--- src/rtl/regfile_pkg.sv ---
// Types and helpers shared by the banked register file and its bulk-clear engine.
package regfile_pkg;

    typedef enum logic [1:0] {
        IDLE,
        CLEAR,
        DONE
    } clr_state_t;

    // Address width for n registers; never narrower than one bit.
    function automatic int addr_width(input int n);
        return (n <= 2) ? 1 : $clog2(n);
    endfunction

endpackage

--- src/rtl/regfile_clear_fsm.sv ---
// Sequential bulk-clear engine: walks the register file zeroing one entry per cycle.
//
//   state | meaning
//   IDLE  | waiting; clr_req is level-sampled only here
//   CLEAR | clr_busy=1, zeroes reg[cnt] each edge, cnt counts 0..NUM_REGS-1
//   DONE  | clr_done=1 for one cycle, then back to IDLE
module regfile_clear_fsm import regfile_pkg::*; #(
    parameter int NUM_REGS = 16,
    parameter int ADDR_W   = addr_width(NUM_REGS)
) (
    input  logic              clk,
    input  logic              reset,
    input  logic              clr_req,
    output logic              clr_busy,
    output logic              clr_done,
    output logic              clr_we,
    output logic [ADDR_W-1:0] clr_addr
);

    // One spare bit so NUM_REGS=256 cannot alias back to zero.
    localparam logic [ADDR_W:0] LAST = (ADDR_W + 1)'(NUM_REGS - 1);

    clr_state_t      state_q, state_d;
    logic [ADDR_W:0] cnt_q, cnt_d;

    always_ff @(posedge clk or negedge reset) begin
        if (!reset) begin
            state_q <= IDLE;
            cnt_q   <= '0;
        end else begin
            state_q <= state_d;
            cnt_q   <= cnt_d;
        end
    end

    always_comb begin
        state_d = state_q;
        cnt_d   = cnt_q;
        case (state_q)
            IDLE: begin
                if (clr_req) begin
                    state_d = CLEAR;
                    cnt_d   = '0;
                end
            end
            CLEAR: begin
                cnt_d = cnt_q + 1'b1;
                if (cnt_q == LAST) begin
                    state_d = DONE;
                end
            end
            DONE:    state_d = IDLE;
            default: state_d = IDLE;
        endcase
    end

    assign clr_busy = (state_q == CLEAR);
    assign clr_done = (state_q == DONE);
    assign clr_we   = clr_busy;
    assign clr_addr = cnt_q[ADDR_W-1:0];

endmodule

--- src/rtl/banked_register_file.sv ---
// Parametrised register file: one write port, two registered read ports,
// optional hardwired-zero R0, optional write-to-read bypass and a bulk-clear engine.
module banked_register_file import regfile_pkg::*; #(
    parameter int WIDTH    = 32,
    parameter int NUM_REGS = 16,
    parameter int ZERO_R0  = 0,
    parameter int BYPASS   = 1,
    localparam int ADDR_W  = addr_width(NUM_REGS)
) (
    input  logic              clk,
    input  logic              reset,
    input  logic              wr_en,
    input  logic [ADDR_W-1:0] wr_addr,
    input  logic [WIDTH-1:0]  wr_data,
    input  logic              rd_en_a,
    input  logic [ADDR_W-1:0] rd_addr_a,
    output logic [WIDTH-1:0]  rd_data_a,
    output logic              rd_valid_a,
    input  logic              rd_en_b,
    input  logic [ADDR_W-1:0] rd_addr_b,
    output logic [WIDTH-1:0]  rd_data_b,
    output logic              rd_valid_b,
    input  logic              clr_req,
    output logic              clr_busy,
    output logic              clr_done
);

    logic [WIDTH-1:0]  regs_q [NUM_REGS];
    logic [WIDTH-1:0]  rd_data_a_q, rd_data_a_d;
    logic [WIDTH-1:0]  rd_data_b_q, rd_data_b_d;
    logic              rd_valid_a_q, rd_valid_b_q;
    logic              clr_we;
    logic [ADDR_W-1:0] clr_addr;
    logic              wr_eff;
    logic              ok_a, ok_b;

    // An address is backed by storage unless it is past the end or a hardwired R0.
    function automatic logic addr_live(input logic [ADDR_W-1:0] a);
        return (int'(a) < NUM_REGS) && !((ZERO_R0 != 0) && (a == '0));
    endfunction

    regfile_clear_fsm #(
        .NUM_REGS (NUM_REGS),
        .ADDR_W   (ADDR_W)
    ) u_clear_fsm (
        .clk      (clk),
        .reset    (reset),
        .clr_req  (clr_req),
        .clr_busy (clr_busy),
        .clr_done (clr_done),
        .clr_we   (clr_we),
        .clr_addr (clr_addr)
    );

    assign wr_eff = wr_en && !clr_busy && addr_live(wr_addr);
    assign ok_a   = addr_live(rd_addr_a);
    assign ok_b   = addr_live(rd_addr_b);

    always_ff @(posedge clk or negedge reset) begin
        if (!reset) begin
            for (int i = 0; i < NUM_REGS; i++) begin
                regs_q[i] <= '0;
            end
        end else begin
            for (int i = 0; i < NUM_REGS; i++) begin
                if (clr_we && (clr_addr == ADDR_W'(i))) begin
                    regs_q[i] <= '0;
                end else if (wr_eff && (wr_addr == ADDR_W'(i))) begin
                    regs_q[i] <= wr_data;
                end
            end
        end
    end

    // Bypass only ever forwards datapath writes, never clear writes.
    always_comb begin
        rd_data_a_d = rd_data_a_q;
        if (rd_en_a) begin
            rd_data_a_d = '0;
            if (ok_a) begin
                if ((BYPASS != 0) && wr_eff && (wr_addr == rd_addr_a)) begin
                    rd_data_a_d = wr_data;
                end else begin
                    rd_data_a_d = regs_q[rd_addr_a];
                end
            end
        end
    end

    always_comb begin
        rd_data_b_d = rd_data_b_q;
        if (rd_en_b) begin
            rd_data_b_d = '0;
            if (ok_b) begin
                if ((BYPASS != 0) && wr_eff && (wr_addr == rd_addr_b)) begin
                    rd_data_b_d = wr_data;
                end else begin
                    rd_data_b_d = regs_q[rd_addr_b];
                end
            end
        end
    end

    always_ff @(posedge clk or negedge reset) begin
        if (!reset) begin
            rd_data_a_q  <= '0;
            rd_data_b_q  <= '0;
            rd_valid_a_q <= 1'b0;
            rd_valid_b_q <= 1'b0;
        end else begin
            rd_data_a_q  <= rd_data_a_d;
            rd_data_b_q  <= rd_data_b_d;
            rd_valid_a_q <= rd_en_a;
            rd_valid_b_q <= rd_en_b;
        end
    end

    assign rd_data_a  = rd_data_a_q;
    assign rd_data_b  = rd_data_b_q;
    assign rd_valid_a = rd_valid_a_q;
    assign rd_valid_b = rd_valid_b_q;

endmodule

--- config.mk ---
export PLATFORM = sky130hd
export DESIGN_NAME = banked_register_file
export DESIGN_NICKNAME = d
export VERILOG_FILES = /design/src/rtl/regfile_pkg.sv /design/src/rtl/regfile_clear_fsm.sv /design/src/rtl/banked_register_file.sv
export SDC_FILE = /design/constraint.sdc
export NUM_CORES = 1
export LEC_CHECK = 0
export BUFFER_PORTS_ARGS = -buffer_cell sky130_fd_sc_hd__buf_2
export CORE_ASPECT_RATIO = 0.6
export CORE_MARGIN = 2
export CORE_UTILIZATION = 55
export CTS_CLUSTER_SIZE = 40
export DETAILED_ROUTE_END_ITERATION = 10
export MAX_ROUTING_LAYER = met4
export PLACE_DENSITY = 0.84
export REMOVE_ABC_BUFFERS = 1
export SLEW_MARGIN = 20
export SYNTH_ARGS = -nofsm -noshare
export SYNTH_HDL_FRONTEND = slang
export SYNTH_HIERARCHICAL = 1
export SYNTH_SLANG_ARGS = --single-unit
--- constraint.sdc ---
create_clock -name clk -period 4.34 [get_ports clk]
set_input_delay 1.085 -clock clk [delete_from_list [all_inputs] [get_ports clk]]
set_output_delay 1.085 -clock clk [all_outputs]
set_load 0.02 [all_outputs]
==> impl_results.md, run 1 <==
* Initial DRC count at around 3800
* Setup Buffers After CTS at 0
* Share of layout cells above drive strength 1 at 0.257
* Post-synth EDFFs at 0
* CP top delay family: simple AND/OR/NAND/NOR gates
* Synth Area in Adders at 0.000829
* Total track usage at 0.375
* Clock Sinks at about 590
* P&R area growth vs syn at 10.6%
* Logic gate share of total power at 0.277
* Max-slew headroom at 0.328
* Clock power share at 0.282
* Vias/cell at 7.97
* Synthesized instance count at about 2300
* Final min period at roughly 3 ns
* Final setup margin at around 1.3 ns
* Status: complete, no violations
* DIE AREA at around 0.057 sq mm
* Routed Antenna Nets at 0
* Synth Area per Inst at 13.0 sq um
* Leakage at 15.3 nW
* Hold Path Class: flop to flop
* Main combinational cell family by area after synthesis: compound AO/OA/AOI/OAI gates
* TNS Setup at 0 ns
* Mapped Area at just over 0.03 sq mm
* WL per Instance at 34.0 um
* Final Wtd Congestion at 0.881
* Vias at about 24000
* Routed WL at slightly above 100000 um
* Slew Limit Fails at 0
* Sequential share of power at 0.441
* Critical Path Start Type: flop
* Most common cell after layout, fill and taps aside: dfrtp_1
* DRC violations left at 0
* First-pass detailed-route iteration total at 8
* Power Density at between 500 and 600 mW/mm^2
* Place WS at approximately 1.1 ns
* Yosys warns at 6
* Die Span Y at 186 um
* Part of the cycle the worst path needs at 0.692
* Yosys reg bits at 585
* Die width at roughly 300 um
* Synth Area in Simple Gates at 0.0336
* Compound-Gate Fraction of Synth Area at 0.217
* Count of final setup violators at 0
* Maximum vdd drop at 0.000377 V
* Worst slew pin tran at just over 1 ns
* Sequential-to-total area share from yosys stat at 0.485
* CTS Hold Bufs at 0
* R2R Setup Slk at about 1.3 ns
* IO Port Bufs at 117
* Xor/xnor share of the synthesized area at 0.00232
* CTS max path bufs at 3
* First-pass GRT wire length at between 150000 and 200000 um
* Worst-path clk slew at 0.07 ns
* PostCTS Resize Cnt at 0
* Filler cells at 3870
* CTS Buf Count at 52
* Initial cell density of the core at 0.557
* Distinct cells, synth at 46
* Vias in the first global route at 24500
* Final hold viol count at 0
* CP Class: flop to flop
* Mux cell area share after synthesis at 0.210
* Most frequent cells in the layout: dfrtp_1, a22o_1, mux4_2
* CP endpoint kind: flop
* Worst path cell trace: nand2b_2 > inv_1 > or3b_1 > nor3_1 > a21oi_4 > buf_4 > a22o_1
* RSZ-0062 raised after global routing: no
* Post-synth top flop: dfrtp_1
* Ports at 118
* Net Sw Frac at 0.332
* Initial antenna violation count at 1
* Insertion delay to the later sink of the worst-skew pair at roughly 0.63 ns
* Slowest cell delay on critical path at slightly above 0.5 ns
* Nets@finish at 2332
* P_sw at 5.97 mW
* Max-cap viol count at 0
* Post-synth ARST share at 1.00
* Clk_skew at approximately 0.036 ns
* Row cnt at between 60 and 70
* CTS H-tree depth at 2
* Crit path max fanout at 17
* Dpl hpwl at between 50000 and 60000 um
* Largest net degree at the start of global routing at about 110
* Gr ovfl total at 0
* Cell Int Power at between 10 and 15 mW
* CTS tree: built
* Total power at 18.0 mW
* Critical Path RT at just under 5 ns
* Core area at approximately 0.054 sq mm
* Clk root buf: clkbuf_16
* Max Fclk at about 0.33 GHz
* Arrival @ worst endpoint at around 3.5 ns
* Slowest CP cell: nor3_1
* CP bufs+invs at 2
[registers in the layout, indices dropped and copies added, names as in the netlist]
name and count:
u_clear_fsm/state_q 2, rd_valid_b 1, regs_q 512, rd_data_b 32, rd_valid_a 1, rd_data_a 32, u_clear_fsm/cnt_q 5
[through the flow]
step | utilization | hold WS [ns] | std cells | cell area [sq um]
after global placement | 0.582 | 0.471 | 2939 | 31600
after CTS | 0.616 | 0.491 | 3033 | 33400
after floorplan | - | 0.446 | 2021 | 28800
after detailed placement | 0.582 | 0.480 | 2940 | 31600
after global routing | 0.616 | 0.517 | 3034 | 33400
final | 0.616 | 0.494 | 3034 | 33400
[final cells by class]
type,count,area (sq um),area share
Sequential cell,585,14600,0.438
Inverter,37,139,0.00416
Antenna cell,1,2.50,0.0000749
Tap cell,714,893,0.0267
Clock buffer,71,1490,0.0447
Clock inverter,22,330,0.00989
Multi-Input combinational cell,1399,14400,0.430
Timing Repair Buffer,205,1560,0.0468
[worst register-to-register path, delay by kind of cell (launching register included)]
family | cells | cell delay, ns
AO/OA/AOI/OAI | 2 | 0.54
buffers and inverters | 2 | 0.68
flip-flops | 1 | 0.41
AND/OR/NAND/NOR | 3 | 1.23
[cells by family (layout without fill, tap and decap cells)]
logic type | count (synthesis) | after routing
mux | 385 | 385
xor+xnor | 8 | 8
buf+inv | 337 | 335
other cells | 0 | 1
fa+ha+maj | 2 | 2
compound gates | 788 | 788
flops | 585 | 585
simple gates | 216 | 216
[power groups by stage]
stage	Sequential, mW	Clock [mW]	Combinational [mW]
final	7.94	5.08	5.00
after global routing	8.04	5.30	5.23
after CTS	7.86	5.07	4.87
after detailed placement	7.93	0	4.82
after global placement	7.77	0	4.62
after floorplan	7.67	0	2.98
[Yosys cell counts, types with 5 or more instances]
master / instances / area (sq um)
mux2_2: 64 / 721
o21ai_0: 63 / 315
inv_1: 35 / 131
clkbuf_1: 123 / 462
buf_4: 43 / 323
buf_1: 38 / 143
a21oi_1: 8 / 40.0
nor3_2: 8 / 80.1
nand2b_1: 5 / 31.3
a41o_1: 64 / 641
nand2_1: 78 / 293
nor3_1: 5 / 25.0
dfrtp_1: 585 / 14600
a221oi_1: 63 / 552
a31oi_1: 66 / 413
mux2i_1: 129 / 1290
buf_2: 93 / 465
nor2_1: 95 / 357
mux4_2: 192 / 4320
xor2_1: 8 / 70.1
a22o_1: 514 / 4500
[worst paths after layout]
check,to,start,cells past startpoint
setup / recovery,regs_q[481]$_DFFE_PN0P_,u_clear_fsm/state_q[1]$_DFFE_PN0P_,7
hold / removal,u_clear_fsm/state_q[0]$_DFFE_PN0P_,u_clear_fsm/state_q[1]$_DFFE_PN0P_,1
setup reg to reg,regs_q[481]$_DFFE_PN0P_,u_clear_fsm/state_q[1]$_DFFE_PN0P_,7
hold reg to reg,u_clear_fsm/state_q[0]$_DFFE_PN0P_,u_clear_fsm/state_q[1]$_DFFE_PN0P_,1
max in group asynchronous,regs_q[325]$_DFFE_PN0P_,reset,2
min in group asynchronous,regs_q[289]$_DFFE_PN0P_,reset,1
[per-layer routing]
metal / global-route usage / vias to the layer above / wire (um)
met5: - / - / 0
met2: 0.528 / 2271 / 44100
met3: 0.153 / 468 / 16600
met4: 0.155 / 0 / 5070
met1: 0.485 / 12300 / 37300
li1: - / 9117 / -
Power figures use the tool's default switching activity.
==> inputs of run 2 (changes only) <==
--- a/config.mk
+++ b/config.mk
@@ -12,7 +12,7 @@
 export CTS_CLUSTER_SIZE = 40
 export DETAILED_ROUTE_END_ITERATION = 10
 export MAX_ROUTING_LAYER = met4
-export PLACE_DENSITY = 0.84
+export PLACE_DENSITY = 0.87
 export REMOVE_ABC_BUFFERS = 1
 export SLEW_MARGIN = 20
 export SYNTH_ARGS = -nofsm -noshare
==> constraint.sdc (replaced) <==
create_clock -name clk -period 2.7 [get_ports clk]
set_input_delay 0.675 -clock clk [delete_from_list [all_inputs] [get_ports clk]]
set_output_delay 0.675 -clock clk [all_outputs]
set_load 0.02 [all_outputs]
==> run 2 against run 1 <==
Cell count rose by 1.4%. Critical path depth up 1. Flip-flop and latch count stayed put. Critical path type unchanged. Critical endpoint is now regs_q[10]$_DFFE_PN0P_.
==> impl_results.md, run 2 (synthesis gave the netlist of run 1 again) <==
* Status: complete, no violations
* Slew Limit Fails at 0
* Core area at 0.0543 sq mm
* Initial antenna violation count at 6
* Power Density at approximately 850 mW/mm^2
* Die width at ~300 um
* Gr ovfl total at 0
* Final min period at ~2.7 ns
* Maximum vdd drop at about 0.00064 V
* CP endpoint kind: flop
* Largest net degree at the start of global routing at roughly 100
* Total track usage at 0.374
* Max-cap viol count at 0
* CTS H-tree depth at 2
* P&R area growth vs syn at 12.9%
* Reg2reg end: regs_q[10]$_DFFE_PN0P_
* R2R Setup Slk at 0.05 ns
* Routed WL at ~100000 um
* Clk root buf: clkbuf_16
* Most frequent cells in the layout: dfrtp_1, a22o_1, mux4_2
* Slowest CP cell: nor2_4
* CTS tree: built
* Clk_skew at about 0.02 ns
* Routed Antenna Nets at 0
* RSZ-0062 raised after global routing: no
* Count of final setup violators at 0
* Final Wtd Congestion at approximately 0.9
* Dpl hpwl at between 50000 and 60000 um
* First-pass GRT wire length at 155000 um
* Clock Sinks at 585
* CTS Hold Bufs at 0
* Most common cell after layout, fill and taps aside: dfrtp_1
* Vias at around 25000
* Total power at between 20 and 30 mW
* Worst-path clk slew at around 0.06 ns
* Die Span Y at about 190 um
* Reg2Reg Launch Point: u_clear_fsm/state_q[1]$_DFFE_PN0P_
* Initial DRC count at around 4000
* Ports at 118
* First-pass detailed-route iteration total at 7
* Slowest cell delay on critical path at just over 0.8 ns
* Vias/cell at 8.00
* Row cnt at between 60 and 70
* CTS Buf Count at 52
* Final hold slack at slightly below 0.05 ns
* Worst path cell trace: nand2b_2 > clkinvlp_4 > nand4b_4 > buf_4 > nor2_1 > nor2_4 > buf_12 > a22o_1
* Max Fclk at between 0.3 and 0.4 GHz
* Max reg flops at between 500 and 600
* CP Class: flop to flop
* Arrival @ worst endpoint at 3.19 ns
* DRC violations left at 0
* IO Port Bufs at around 120
* Vias in the first global route at roughly 25000
* Final hold viol count at 0
* Worst Setup EP: regs_q[10]$_DFFE_PN0P_
* Critical Path RT at roughly 3.2 ns
* Top reg by flops: regs_q
* CTS max path bufs at 3
* R2R depth at 8
* Nets@finish at approximately 2400
* Insertion delay to the later sink of the worst-skew pair at roughly 0.61 ns
* Worst Setup SP: u_clear_fsm/state_q[1]$_DFFE_PN0P_
* Part of the cycle the worst path needs at 0.983
* Leakage at 15.6 nW
* DIE AREA at roughly 0.057 sq mm
* Share of layout cells above drive strength 1 at 0.268
* Worst slew pin tran at roughly 1.1 ns
* Initial cell density of the core at 0.557
* Hold Path Class: primary input to async pin
* WL per Instance at ~34 um
* TNS Setup at 0 ns
* Critical Path Start Type: flop
* Crit path max fanout at 23
* Max-slew headroom at 0.270
[run 2: what timing repair did]
action | in CTS | in global routing
setup buffers | 2 | 3
endpoints found under the setup margin | 13 | 32
gates resized for setup | 1 | 2
pin swaps | 1 | 0
cloned | 0 | 1
[run 2: metrics by stage]
step	worst slack, ns	area, sq um	utilization	instances
6_report	0.0461	34100	0.628	3075
5_1_grt	0.0219	34100	0.628	3075
3_5_place_dp	0.0305	32200	0.594	2973
4_1_cts	0.0661	34000	0.627	3065
3_3_place_gp	0.131	32200	0.594	2973
2_1_floorplan	-0.512	28800	-	2021
[run 2: layer usage]
layer | global-route usage | part of all wire | vias to the layer above | wire length (um)
met1 | 0.473 | 0.35 | 12400 | 36500
li1 | - | - | 9206 | -
met5 | - | 0 | - | 0
met2 | 0.541 | 0.43 | 2460 | 45200
met3 | 0.138 | 0.16 | 502 | 16700
met4 | 0.175 | 0.054 | 0 | 5600
[run 2: cell type report]
type                            count  area [sq um]
Multi-Input combinational cell   1400         14300
Timing Repair Buffer              244          2340
Sequential cell                   585         14600
Clock buffer                       76          1510
Inverter                           37           143
Tap cell                          714           893
Clock inverter                     14           214
Antenna cell                        5          12.5
Fill cell                        3749         20200
[run 2: worst min path at each step]
stage                                       startpoint                                 end  slack, ns  cells past startpoint
detailed placement  u_clear_fsm/state_q[1]$_DFFE_PN0P_  u_clear_fsm/state_q[0]$_DFFE_PN0P_       0.50                      1
global route                                     reset             regs_q[186]$_DFFE_PN0P_       0.08                      1
floorplan                                        reset            rd_data_a[0]$_DFFE_PN0P_       0.38                      0
finish                                           reset             regs_q[186]$_DFFE_PN0P_       0.05                      1
global placement    u_clear_fsm/state_q[1]$_DFFE_PN0P_  u_clear_fsm/state_q[0]$_DFFE_PN0P_       0.46                      1
CTS                                              reset             regs_q[418]$_DFFE_PN0P_       0.06                      1
[run 2: report_power, final]
group	switching, mW	internal [mW]
Combinational	4.28	4.06
Sequential	1.93	10.9
Clock	3.43	4.35
[run 2: critical path, delay by kind of cell, from the launching register on]
family,cells,cell delay [ns]
AOI/OAI and AO/OA,1,0.17
buffers and inverters,3,0.63
DFF,1,0.41
and+or+nand+nor,4,1.34
